===== config.mk =====
export PLATFORM = sky130hd
export DESIGN_NAME = ws2812_frame_scheduler
export DESIGN_NICKNAME = d
export VERILOG_FILES = /design/src/rtl/ws2812_frame_scheduler.sv
export SDC_FILE = /design/constraint.sdc
export NUM_CORES = 1
export LEC_CHECK = 0
export BUFFER_PORTS_ARGS = -buffer_cell sky130_fd_sc_hd__buf_2
export CAP_MARGIN = 20
export CELL_PAD_IN_SITES_DETAIL_PLACEMENT = 2
export CELL_PAD_IN_SITES_GLOBAL_PLACEMENT = 2
export CORE_AREA = 5 5 225 227
export DETAILED_ROUTE_END_ITERATION = 16
export DIE_AREA = 0 0 230 232
export PLACE_DENSITY = 0.82
export REMOVE_ABC_BUFFERS = 1
export SLEW_MARGIN = 30
export SYNTH_ARGS = -nofsm -noshare
export SYNTH_HDL_FRONTEND = slang
export SYNTH_SLANG_ARGS = --single-unit
export TNS_END_PERCENT = 5

===== constraint.sdc =====
create_clock -name clk_i -period 2.3 [get_ports clk_i]
set_input_delay 0.46 -clock clk_i [delete_from_list [all_inputs] [get_ports clk_i]]
set_output_delay 0.46 -clock clk_i [all_outputs]
set_load 0.01 [all_outputs]

===== src/rtl/ws2812_frame_scheduler.sv =====
// Double-buffered pixel store feeding ws2812_driver: pattern logic fills staging,
// and each refresh tick launches one frame through the driver's start/busy handshake.
module ws2812_frame_scheduler #(
  parameter int LED_COUNT      = 8,
  parameter int ADDR_W         = 3,
  parameter int REFRESH_CYCLES = 50000,
  parameter int BUSY_TIMEOUT   = 64
) (
  input  logic                    clk_i,
  input  logic                    reset_ni,
  input  logic                    wr_en_i,
  input  logic [ADDR_W-1:0]       wr_addr_i,
  input  logic [23:0]             wr_data_i,
  input  logic                    commit_i,
  output logic                    commit_pending_o,
  output logic [LED_COUNT*24-1:0] drv_data_o,
  output logic                    drv_start_o,
  input  logic                    drv_busy_i,
  output logic [15:0]             frame_count_o,
  output logic                    timeout_err_o
);

  localparam int DW    = LED_COUNT * 24;
  localparam int CNT_W = $clog2(REFRESH_CYCLES);
  localparam int TO_W  = $clog2(BUSY_TIMEOUT + 1);
  localparam logic [CNT_W-1:0] REFRESH_LAST = CNT_W'(REFRESH_CYCLES - 1);
  localparam logic [TO_W-1:0]  TIMEOUT_LAST = TO_W'(BUSY_TIMEOUT - 1);

  typedef enum logic [1:0] {IDLE, START, WAIT_HI, WAIT_LO} state_t;

  state_t            state_q, state_d;
  logic [DW-1:0]     staging_q, staging_d;
  logic [DW-1:0]     display_q, display_d;
  logic [CNT_W-1:0]  refresh_q, refresh_d;
  logic [TO_W-1:0]   wait_q, wait_d;
  logic [15:0]       frames_q, frames_d;
  logic              tick_q, tick_d;
  logic              pending_q, pending_d;
  logic              start_q, start_d;
  logic              start_hold_q, start_hold_d;
  logic              timeout_q, timeout_d;
  logic              wrap_s;
  logic              launch_s;

  // Next-state logic for buffers, refresh timing and the launch handshake FSM
  always_comb begin
    state_d      = state_q;
    start_d      = start_q;
    start_hold_d = start_hold_q;
    wait_d       = wait_q;
    frames_d     = frames_q;
    timeout_d    = timeout_q;
    staging_d    = staging_q;

    wrap_s   = (refresh_q == REFRESH_LAST);
    launch_s = (state_q == IDLE) && tick_q && !drv_busy_i;

    refresh_d = wrap_s ? {CNT_W{1'b0}} : refresh_q + CNT_W'(1);
    // A wrap coinciding with a launch is a fresh tick, so set wins over clear
    tick_d    = wrap_s | (tick_q & ~launch_s);
    pending_d = commit_i | (pending_q & ~launch_s);
    display_d = (launch_s && pending_q) ? staging_q : display_q;

    for (int i = 0; i < LED_COUNT; i++) begin
      if (wr_en_i && (wr_addr_i == ADDR_W'(i))) begin
        staging_d[i*24 +: 24] = wr_data_i;
      end else begin
        staging_d[i*24 +: 24] = staging_q[i*24 +: 24];
      end
    end

    case (state_q)
      IDLE: begin
        if (launch_s) begin
          state_d      = START;
          start_d      = 1'b1;
          start_hold_d = 1'b0;
        end else begin
          state_d = IDLE;
        end
      end
      START: begin
        if (start_hold_q) begin
          state_d = WAIT_HI;
          start_d = 1'b0;
          wait_d  = {TO_W{1'b0}};
        end else begin
          start_hold_d = 1'b1;
        end
      end
      WAIT_HI: begin
        if (drv_busy_i) begin
          state_d = WAIT_LO;
        end else if (wait_q == TIMEOUT_LAST) begin
          state_d   = IDLE;
          timeout_d = 1'b1;
        end else begin
          wait_d = wait_q + TO_W'(1);
        end
      end
      WAIT_LO: begin
        if (!drv_busy_i) begin
          state_d  = IDLE;
          frames_d = frames_q + 16'd1;
        end else begin
          state_d = WAIT_LO;
        end
      end
      default: begin
        state_d = IDLE;
        start_d = 1'b0;
      end
    endcase
  end

  // State registers with synchronous active-low reset
  always_ff @(posedge clk_i) begin
    if (!reset_ni) begin
      state_q      <= IDLE;
      staging_q    <= {DW{1'b0}};
      display_q    <= {DW{1'b0}};
      refresh_q    <= {CNT_W{1'b0}};
      wait_q       <= {TO_W{1'b0}};
      frames_q     <= 16'd0;
      tick_q       <= 1'b0;
      pending_q    <= 1'b0;
      start_q      <= 1'b0;
      start_hold_q <= 1'b0;
      timeout_q    <= 1'b0;
    end else begin
      state_q      <= state_d;
      staging_q    <= staging_d;
      display_q    <= display_d;
      refresh_q    <= refresh_d;
      wait_q       <= wait_d;
      frames_q     <= frames_d;
      tick_q       <= tick_d;
      pending_q    <= pending_d;
      start_q      <= start_d;
      start_hold_q <= start_hold_d;
      timeout_q    <= timeout_d;
    end
  end

  assign commit_pending_o = pending_q;
  assign drv_data_o       = display_q;
  assign drv_start_o      = start_q;
  assign frame_count_o    = frames_q;
  assign timeout_err_o    = timeout_q;

endmodule


==> summary.md <==
| Metric | Value |
|---|---|
| Cts bufs inserted | 48 |
| Worst-path cell chain | and4b_1, nand2_4, or4_1, a21oi_1 |
| Worst-Margin Slew | 0.5074 ns |
| # setup viols final | 0 |
| Clock Latency Late Sink | 0.57 ns |
| Commonest non-fill, non-tap cell in the layout | nand2_1 |
| Mapped Area | between 0.015 and 0.02 sq mm |
| Sink Count | 430 |
| Die Span X | 230 microns |
| Synth Area in Simple Gates | 0.2352 |
| Met1 GRT Util | 0.2470 |
| Most frequent cells in the layout | nand2_1 (787), dfxtp_1 (430), a21oi_1 (399), buf_2 (242), clkbuf_16 (49) |
| Unique masters post-synth | 45 |
| Max-slew violations | 0 |
| First-pass GRT wire length | 88210 microns |
| Core area | 0.04844 sq mm |
| Syn Area/Cell | 7.909 sq um |
| Initial Utilization | 0.3167 |
| Total number of yosys warnings | 0 |
| Grt ovf | 0 |
| GRT Max-Usage Layer | met2 |
| Pwr per Cell Area | 833.3 mW/mm^2 |
| Clk pwr share | 0.487 |
| Die footprint | 0.05336 sq mm |
| Slowest stage delay, CP | 0.58 ns |
| Root Buffer | clkbuf_16 |
| Post-CTS Setup Bufs | 0 |
| Final Net Count | 2164 |
| Die height | ~230 microns |
| Async set or reset register ratio after synthesis | 0 |
| Overall power | 15.72 mW |
| Vias in the first global route | 15300 |
| Max cap viols | 0 |
| Dpl hpwl | 37180 microns |
| R2r setup slk | 0.38 ns |
| Combinational power share | 0.032 |
| Final instance area | 0.01887 sq mm |
| Critical path type | reg -> reg |
| DR pass1 iterations | 4 |
| CTS tree | built |
| H-tree depth | 2 |
| Relative slew slack | 0.6610 |
| Fmax | 0.5195 GHz |
| Fill count | 5468 |
| Synth Instances | 1940 |
| Status | finished clean |
| Area Growth Syn to Fin | 22.99% |
| Num rows | 81 |
| Main combinational cell family by area after synthesis | simple AND/OR/NAND/NOR gates |
| Internal power | about 12 mW |
| CP startpoint kind | register |
| Inst Count DP | 2701 |
| Kind of end point of the critical path | register |
| Maximum vdd drop | 0.4443 mV |
| EDFF count, synth | 0 |
| RSZ-0062 raised after global routing | no |
| Critical path fanouts, max | 11 |
| WL/cell | 20.26 microns |
| Net Sw Power | 3.535 mW |
| Hold WC Path Type | in -> reg |
| Port Buf Inserts | ~240 |
| Met2 usage | 0.3773 |
| Vias | 13940 |
| CP required | 2.79 ns |
| Post-synth top flop | dfxtp_1 |
| Post-Route Skew | between 0.01 and 0.015 ns |
| DRT Wirelength | 56520 microns |
| Gpl congestion | 0.7652 |
| Fin util | 0.3895 |
| Largest net degree at the start of global routing | 80 |
| Post-synthesis mux area share | 0.001957 |
| Slowest-stage cell, CP | dfxtp_1 |
| Critical path arrival | 2.42 ns |
| Post-Synth XOR/XNOR Area | 0.01256 |
| Routed Antenna Nets | 0 |
| Total GRT Usage | 0.2061 |
| Final Hold Violating Endpoints | 0 |
| Sw frac | 0.2248 |
| Antenna violations before repair | 6 |
| Min Tclk post-route | around 1.9 ns |
| I/O pins | 243 |
| Clock Path Buffers | 3 |
| Post-CTS sizing | 0 |
| Hold_buf cts | 0 |
| Final non-filler cell total | approximately 2800 |
| Critical path buffers and inverters | 0 |
| Kind of cell adding the most delay to the critical path | simple AND/OR/NAND/NOR gates |
| Clk slew on worst S/H paths | 0.06 ns |
| GR met3 Demand/Resource | 0.04549 |
| Seq pwr share | 0.482 |
| Tcrit/Tclk final | 0.8369 |
| Synth Area in Compound Gates | 0.1406 |
| Vias per inst | 4.996 |
| Yosys reg bits | between 400 and 500 |
| DR iter-0 viols | between 600 and 700 |
| Lkg Pwr | 7.059 nW |
| Post-synthesis sequential area ratio | 0.5610 |
| Adder-Cell Fraction of Synth Area | 0.002446 |
| DRC violations left | 0 |
| DP Area | 0.01729 sq mm |
| Layout cells sized above 1 | 0.1798 |
cell families after synthesis:
group,count (synthesis)
adders and majority gates,3
AOI/OAI and AO/OA,421
and+or+nand+nor,904
muxes,3
DFF,430
xor gates and xnor gates,22
buffers and inverters,157
per-layer routing:
| layer | share of wire | vias to the layer above | routed length [microns] |
|---|---|---|---|
| li1 | - | 6672 | - |
| met1 | 0.42 | 6973 | 24010 |
| met2 | 0.51 | 229 | 28680 |
| met3 | 0.049 | 61 | 2755 |
| met4 | 0.019 | 4 | 1053 |
| met5 | 0.00048 | - | 27 |
worst paths after layout:
check             cells after the start  startpoint                end
hold reg to reg                       2   wait_q[6]          wait_q[6]
hold / removal                        3    commit_i   commit_pending_o
setup / recovery                      4  state_q[0]  frame_count_o[12]
setup reg to reg                      4  state_q[0]  frame_count_o[12]
through the flow:
step	hold slack, ns	setup TNS (ns)	setup WS, ns
after detailed placement	0.4366	0	0.3973
after CTS	0.09437	0	0.3710
final	0.1245	0	0.3752
after global placement	0.4288	0	0.4132
after global routing	0.1350	0	0.2135
after floorplan	0.4068	-1690.48	-4.326
worst reg2reg max path, stage by stage (launching register included):
cell	delay (ns)
dfxtp_1	0.58
and4b_1	0.44
nand2_4	0.11
or4_1	0.55
a21oi_1	0.17
power by group through the flow:
stage / registers [mW] / clock network [mW] / logic, mW
floorplan: 7.72 / 0 / 0.219
global placement: 7.73 / 0 / 0.490
detailed placement: 7.74 / 0 / 0.508
CTS: 7.57 / 7.85 / 0.513
global route: 7.58 / 8.15 / 0.555
finish: 7.57 / 7.65 / 0.502
Yosys cell counts, types with 2 or more instances:
cell / count / area share
nand2b_1: 4 / 0.0016
o211ai_1: 2 / 0.00098
nor3b_1: 2 / 0.00098
nor4_1: 5 / 0.0020
o21ai_0: 3 / 0.00098
buf_1: 2 / 0.00049
dfxtp_1: 430 / 0.56
a31oi_1: 5 / 0.0020
or4_1: 6 / 0.0029
clkbuf_2: 24 / 0.0078
xor2_1: 7 / 0.0040
and3_1: 4 / 0.0016
nor2_1: 41 / 0.010
mux2i_1: 3 / 0.0020
and4_1: 2 / 0.0011
nor2b_1: 6 / 0.0024
ha_1: 3 / 0.0024
xnor2_1: 15 / 0.0086
o31ai_1: 7 / 0.0034
buf_2: 3 / 0.00098
clkbuf_1: 101 / 0.025
nor3_1: 7 / 0.0023
buf_4: 21 / 0.010
nand4_1: 7 / 0.0029
a21oi_1: 399 / 0.13
inv_1: 5 / 0.0012
and4b_1: 2 / 0.0013
nand3_1: 19 / 0.0062
nand2_1: 789 / 0.19
layout make-up:
| cell class | count | area, sq um | share of cell area |
|---|---|---|---|
| Tap cell | 622 | 778.2 | 0.04124 |
| Timing Repair Buffer | 291 | 1767 | 0.09362 |
| Inverter | 5 | 26.28 | 0.001392 |
| Clock inverter | 15 | 132.6 | 0.007028 |
| Sequential cell | 430 | 8608 | 0.4562 |
| Clock buffer | 70 | 1435 | 0.07605 |
| Antenna cell | 4 | 10.01 | 0.0005304 |
| Multi-Input combinational cell | 1353 | 6113 | 0.3240 |
state kept, by name (all words and copies together), names as in the netlist:
name	cells
wait_q	7
drv_start_o	1
frame_count_o	16
tick_q	1
staging_q	192
drv_data_o	192
start_hold_q	1
timeout_err_o	1
commit_pending_o	1
refresh_q	16
state_q	2
No activity file was read; power rests on OpenSTA's default activity.
